File: src/rtl/cordic_sincos_seq.sv
// Sequential sin/cos unit: wraps an unsigned angle mod 2*pi, folds it to the first quadrant,
// then runs an iterative CORDIC. Both results are returned through one valid/ready handshake.
module cordic_sincos_seq #(
    parameter int unsigned WII   = 4,
    parameter int unsigned WIF   = 8,
    parameter int unsigned WOI   = 2,
    parameter int unsigned WOF   = 12,
    parameter int unsigned ITERS = 14,
    parameter int unsigned GUARD = 3,
    parameter int unsigned SNAP  = 2
) (
    input  logic                 clk,
    input  logic                 rstn,
    input  logic                 in_valid,
    output logic                 in_ready,
    input  logic [WII+WIF-1:0]   in_angle,
    output logic                 out_valid,
    input  logic                 out_ready,
    output logic [WOI+WOF-1:0]   out_sin,
    output logic [WOI+WOF-1:0]   out_cos
);

    localparam int unsigned WA   = WII + WIF;
    localparam int unsigned OW   = WOI + WOF;
    localparam int unsigned WFG  = WOF + GUARD;
    localparam int unsigned DW   = WFG + 3;
    localparam int unsigned IW   = (ITERS > 1) ? $clog2(ITERS) : 1;
    localparam int unsigned SH_L = (WFG >= WIF) ? (WFG - WIF) : 0;
    localparam int unsigned SH_R = (WIF > WFG) ? (WIF - WFG) : 0;

    localparam real R_PI = 3.14159265358979323846;
    localparam real R_SA = 2.0 ** WIF;
    localparam real R_SZ = 2.0 ** WFG;

    localparam logic [WA-1:0] C_PI_2  = WA'($rtoi(0.5 * R_PI * R_SA + 0.5));
    localparam logic [WA-1:0] C_PI    = WA'($rtoi(R_PI * R_SA + 0.5));
    localparam logic [WA-1:0] C_3PI_2 = WA'($rtoi(1.5 * R_PI * R_SA + 0.5));
    localparam logic [WA-1:0] C_2PI   = WA'($rtoi(2.0 * R_PI * R_SA + 0.5));

    localparam logic signed [DW-1:0] C_K    = DW'($rtoi(0.6072529350 * R_SZ + 0.5));
    localparam logic signed [DW-1:0] C_HALF = (GUARD > 0) ? DW'(1) << (GUARD - 1) : '0;
    localparam logic signed [DW-1:0] C_ONE  = DW'(1) << WOF;
    localparam logic signed [DW-1:0] C_SNAP = DW'(SNAP);
    localparam logic signed [DW-1:0] C_MAX  = (DW'(1) << (OW - 1)) - DW'(1);
    localparam logic signed [DW-1:0] C_MIN  = -C_MAX;

    typedef enum logic [1:0] {
        S_IDLE,
        S_REDUCE,
        S_ITER,
        S_DONE
    } state_t;

    state_t                r_state;
    logic [WA-1:0]         r_a;
    logic signed [DW-1:0]  r_x;
    logic signed [DW-1:0]  r_y;
    logic signed [DW-1:0]  r_z;
    logic [IW-1:0]         r_i;
    logic                  r_sin_neg;
    logic                  r_cos_neg;
    logic                  r_out_valid;
    logic [OW-1:0]         r_sin;
    logic [OW-1:0]         r_cos;

    logic [WA-1:0]         w_fold;
    logic                  w_sin_neg;
    logic                  w_cos_neg;
    logic signed [DW-1:0]  w_z0;
    logic                  w_d;
    logic signed [DW-1:0]  w_xs;
    logic signed [DW-1:0]  w_ys;
    logic signed [DW-1:0]  w_x_nx;
    logic signed [DW-1:0]  w_y_nx;
    logic signed [DW-1:0]  w_z_nx;
    logic [OW-1:0]         w_sin_f;
    logic [OW-1:0]         w_cos_f;
    logic                  w_accept;
    logic signed [DW-1:0]  w_atan [ITERS];

    // atan(2^-i) table, fixed at elaboration
    for (genvar g = 0; g < ITERS; g++) begin : g_atan
        assign w_atan[g] = DW'($rtoi($atan(2.0 ** (-g)) * R_SZ + 0.5));
    end

    // sign, round, snap and saturate one CORDIC magnitude into the output format
    function automatic logic [OW-1:0] f_form(input logic signed [DW-1:0] mag, input logic neg);
        logic signed [DW-1:0] v;
        logic signed [DW-1:0] m;
        v = neg ? -mag : mag;
        v = (v + C_HALF) >>> GUARD;
        m = v[DW-1] ? -v : v;
        if (m <= C_SNAP) begin
            v = '0;
        end else if ((m >= C_ONE - C_SNAP) && (m <= C_ONE + C_SNAP)) begin
            v = v[DW-1] ? -C_ONE : C_ONE;
        end
        if (v > C_MAX) begin
            v = C_MAX;
        end else if (v < C_MIN) begin
            v = C_MIN;
        end
        return OW'(v);
    endfunction

    // in DONE a consumed result frees the unit in the same cycle
    assign in_ready  = rstn & ((r_state == S_IDLE) |
                               ((r_state == S_DONE) & r_out_valid & out_ready));
    assign w_accept  = in_valid & in_ready;
    assign out_valid = r_out_valid;
    assign out_sin   = r_sin;
    assign out_cos   = r_cos;

    // quadrant fold of an angle already below 2*pi; boundaries go to the higher quadrant
    always_comb begin
        w_fold    = '0;
        w_sin_neg = 1'b0;
        w_cos_neg = 1'b0;
        if (r_a < C_PI_2) begin
            w_fold = r_a;
        end else if (r_a < C_PI) begin
            w_fold    = C_PI - r_a;
            w_cos_neg = 1'b1;
        end else if (r_a < C_3PI_2) begin
            w_fold    = r_a - C_PI;
            w_sin_neg = 1'b1;
            w_cos_neg = 1'b1;
        end else begin
            w_fold    = C_2PI - r_a;
            w_sin_neg = 1'b1;
        end
    end

    assign w_z0 = (DW'(w_fold) << SH_L) >> SH_R;

    // one CORDIC micro-rotation
    always_comb begin
        w_d    = ~r_z[DW-1];
        w_xs   = r_x >>> r_i;
        w_ys   = r_y >>> r_i;
        w_x_nx = r_x;
        w_y_nx = r_y;
        w_z_nx = r_z;
        if (w_d) begin
            w_x_nx = r_x - w_ys;
            w_y_nx = r_y + w_xs;
            w_z_nx = r_z - w_atan[r_i];
        end else begin
            w_x_nx = r_x + w_ys;
            w_y_nx = r_y - w_xs;
            w_z_nx = r_z + w_atan[r_i];
        end
    end

    assign w_sin_f = f_form(r_y, r_sin_neg);
    assign w_cos_f = f_form(r_x, r_cos_neg);

    always_ff @(posedge clk or negedge rstn) begin
        if (!rstn) begin
            r_state     <= S_IDLE;
            r_a         <= '0;
            r_x         <= '0;
            r_y         <= '0;
            r_z         <= '0;
            r_i         <= '0;
            r_sin_neg   <= 1'b0;
            r_cos_neg   <= 1'b0;
            r_out_valid <= 1'b0;
            r_sin       <= '0;
            r_cos       <= '0;
        end else begin
            case (r_state)
                S_IDLE: begin
                    if (w_accept) begin
                        r_a     <= in_angle;
                        r_state <= S_REDUCE;
                    end
                end
                S_REDUCE: begin
                    if (r_a >= C_2PI) begin
                        r_a <= r_a - C_2PI;
                    end else begin
                        r_z       <= w_z0;
                        r_x       <= C_K;
                        r_y       <= '0;
                        r_i       <= '0;
                        r_sin_neg <= w_sin_neg;
                        r_cos_neg <= w_cos_neg;
                        r_state   <= S_ITER;
                    end
                end
                S_ITER: begin
                    r_x <= w_x_nx;
                    r_y <= w_y_nx;
                    r_z <= w_z_nx;
                    r_i <= r_i + IW'(1);
                    if (r_i == IW'(ITERS - 1)) begin
                        r_state <= S_DONE;
                    end
                end
                S_DONE: begin
                    // first DONE cycle forms the results; afterwards hold until consumed
                    if (!r_out_valid) begin
                        r_sin       <= w_sin_f;
                        r_cos       <= w_cos_f;
                        r_out_valid <= 1'b1;
                    end else if (out_ready) begin
                        r_out_valid <= 1'b0;
                        if (w_accept) begin
                            r_a     <= in_angle;
                            r_state <= S_REDUCE;
                        end else begin
                            r_state <= S_IDLE;
                        end
                    end
                end
                default: r_state <= S_IDLE;
            endcase
        end
    end

endmodule
File: config.mk
export PLATFORM = sky130hd
export DESIGN_NAME = cordic_sincos_seq
export DESIGN_NICKNAME = d
export VERILOG_FILES = /design/src/rtl/cordic_sincos_seq.sv
export SDC_FILE = /design/constraint.sdc
export NUM_CORES = 1
export LEC_CHECK = 0
export CAP_MARGIN = 20
export CORE_MARGIN = 2
export CORE_UTILIZATION = 37
export DETAILED_ROUTE_END_ITERATION = 10
export GPL_TIMING_DRIVEN = 0
export PLACE_DENSITY = 0.55
export SYNTH_ARGS = -nofsm -noshare
export SYNTH_HDL_FRONTEND = slang
export SYNTH_SLANG_ARGS = --single-unit
File: constraint.sdc
create_clock -name clk -period 11.9 [get_ports clk]
set_input_delay 2.975 -clock clk [delete_from_list [all_inputs] [get_ports clk]]
set_output_delay 2.975 -clock clk [all_outputs]
set_load 0.01 [all_outputs]
==> qor.yml, run 1 <==
setup_path:
  critical_path_class: "in2out"
  r2r-start: "r_i[1]$_DFFE_PN0P_"
  required_ns: 8.93
  r2r_cells: 25
  end_kind: "output pin"
  crit_path_start_kind: "input pin"
  critPathLaunch: "rstn"
  worstPathArrival_ns: 4.69
  cp_max_fo: 66
clock_network:
  cts_tree: "done"
  cts-hold-fix-buffers: 0
  cts_buffers: 9
  cts.clk_slew.worst_paths_ns: 0.07
  clk_path_buf_depth: 2
  cts_setup_buffers: 0
  cts_root_buffer: "clkbuf_16"
  cts_repair_resize_count: 0
  clk_latency_ns: 0.40
  clock_sinks: 103
  cts_max_level: 3
drt:
  route.detailed.drc: 0
  wl_per_cell_um: 20.56
  ant_nets: 0
  routed_wl_mm: 47.66
  drtPass1Iterations: 7
  drt_iter0_drc: 1037
  routed-via-count: 13930
  via_per_inst: 6.011
sta:
  max_freq_ghz: 0.1305
  skew_ns: 0.01333
  tns_ns: 0
  setup_viol: 0
  rsz0062_at_grt: "false"
  min_period_ns: 7.660
  worst_pin_slew_ns: 1.063
  fin_ws_ns: 4.240
  hold_viol_final: 0
  maxSlewViolCount: 0
  fin_crit_sh_pct: 64.37
  hold_slack_ns: 0.4737
  slew_headroom_pct: 28.38
yosys:
  synth_nets: 1885
  ys_seq_area_share_pct: 18.68
  synthesis.area_um2: 13800
  ys_top_cells_by_count: "nor2_1 (181), nand2_1 (141), a21oi_1 (134)"
  synth_most_common_cell: "nor2_1"
  yosysUniqueCellTypes: 111
  syn_avg_cell_area_um2: 7.717
  async_flop_share_pct: 100.0
  syn_inst: 1788
  synth_top_cell_by_area: "dfrtp_1"
  yosys_warnings: 0
  synth_edf_count: 0
  synthTopCellsByArea: "dfrtp_1 (19%), ha_1 (7.1%), xnor2_1 (5.0%)"
  synthFlopType: "dfrtp_1"
  ys_seq_elements: 103
  synth.top_cell.area_share_pct: 18.68
floorplanning:
  row_count: 70
  core_region_area_um2: 36700
  floorplan.initialDensity_pct: 37.60
  ios: 46
  die_h_um: 197.1
  die-width_um: 197.1
  die_area_um2: 38850
placement:
  dp_slack_ns: 4.193
  port_buffers: 45
  routabilityCongestion: 0.9382
  dp_hpwl_mm: 37.09
hold_path:
  min_path_cells: 2
  hold_path_class: "reg2reg"
  holdCritStartpoint: "out_cos[13]$_DFFE_PN0P_"
global_routing:
  grt_usage_pct: 24.84
  overflow: 0
  grt_max_degree: 67
  antenna_found_initial: 0
  grt_pass1_vias: 13190
  grt_pass1_wl_mm: 75.46
job:
  drv_cap: 0
layout:
  regArea_um2: 2577
  fin_nets: 1943
  fin_util_pct: 41.41
  multiInputGateArea_um2: 10390
  antennaDiodeCount: 0
  num-fill-cells: 3800
  syn_to_final_growth_pct: 10.15
  layout-drive-gt1-share_pct: 8.486
outcome:
  status: "finished clean"
critical path: stages:
cell,delay [ns]
buf_6,0.31
buf_16,0.32
a21boi_0,0.35
clkdlybuf4s50_1,0.60
cell families (layout without fill, tap and decap cells):
| group | after synthesis | after routing | synth area share (%) |
|---|---|---|---|
| xor+xnor | 127 | 127 | 8.170 |
| flops | 103 | 103 | 18.68 |
| compound gates | 595 | 595 | 29.39 |
| buf+inv | 207 | 269 | 6.039 |
| mux | 76 | 76 | 8.225 |
| fa+ha+maj | 81 | 81 | 7.508 |
| simple gates | 599 | 599 | 21.99 |
layer usage:
metal	vias up	GRT usage, %	wire length [µm]
li1	6752	-	-
met2	395	41.13	22250
met1	6715	33.14	21570
met3	72	4.268	2544
met5	-	0	0
met4	0	7.352	1286
sequential cells by signal, summed over array words and instances (netlist names), 2 cells and up:
name / flops
r_state: 2
r_i: 4
out_cos: 14
r_a: 12
r_z: 18
out_sin: 14
r_x: 18
r_y: 18
through the flow:
stage          cells  cell area, µm²
3_3_place_gp    2301           14830
6_report        2318           15200
2_1_floorplan   1788           13800
4_1_cts         2318           15200
3_5_place_dp    2303           14870
5_1_grt         2318           15200
area by class of cell:
class,instances,share of cell area (%)
multi-input combinational,1478,68.35
sequential,103,16.96
clock buffer,10,1.572
timing repair buffer,47,3.202
tap,468,3.853
buffer,123,3.408
inverter,84,2.075
clock inverter,5,0.5845
layout by cell type, fill, tap and decap left out, types with 46 or more instances in the layout:
cell and n:
a21oi_1 134, clkbuf_1 78, dfrtp_1 103, ha_1 78
inv_1 78, nand2_1 141, nand3_1 55, nor2_1 181
o21ai_0 130, xnor2_1 79, xor2_1 46
final timing paths:
kind / slack, ns / to
max: 4.24 / in_ready
min: 0.47 / out_cos[13]$_DFFE_PN0P_
max reg2reg: 5.19 / r_y[16]$_DFFE_PN0P_
min reg2reg: 0.47 / out_cos[13]$_DFFE_PN0P_
max in group asynchronous: 8.70 / r_a[6]$_DFFE_PN0P_
min in group asynchronous: 2.48 / out_cos[5]$_DFFE_PN0P_
Power of run 1 is left out: the tool's default activity adds up to more than one toggle a clock period on the data nets, which glitch-free logic cannot reach.
==> run 2, diff against run 1 <==
==> constraint.sdc (replaced) <==
create_clock -name clk -period 7.65 [get_ports clk]
set_input_delay 1.9125 -clock clk [delete_from_list [all_inputs] [get_ports clk]]
set_output_delay 1.9125 -clock clk [all_outputs]
set_load 0.01 [all_outputs]
==> results of run 2 <==
The final DEF is identical to that of run 1. Status: finished clean.
Among the figures that moved: setup slack after placement 4.193 ns -> 0.9634 ns; clock-pin slew on the worst setup and hold paths 0.07 ns -> 0.08 ns; setup slack after layout 4.240 ns -> 0.9384 ns; start point of the critical path rstn -> r_i[1]$_DFFE_PN0P_; end point of the critical path in_ready -> r_y[16]$_DFFE_PN0P_; register-to-register setup slack 5.19 ns -> 0.94 ns
Power of run 2 is left out for the same reason.
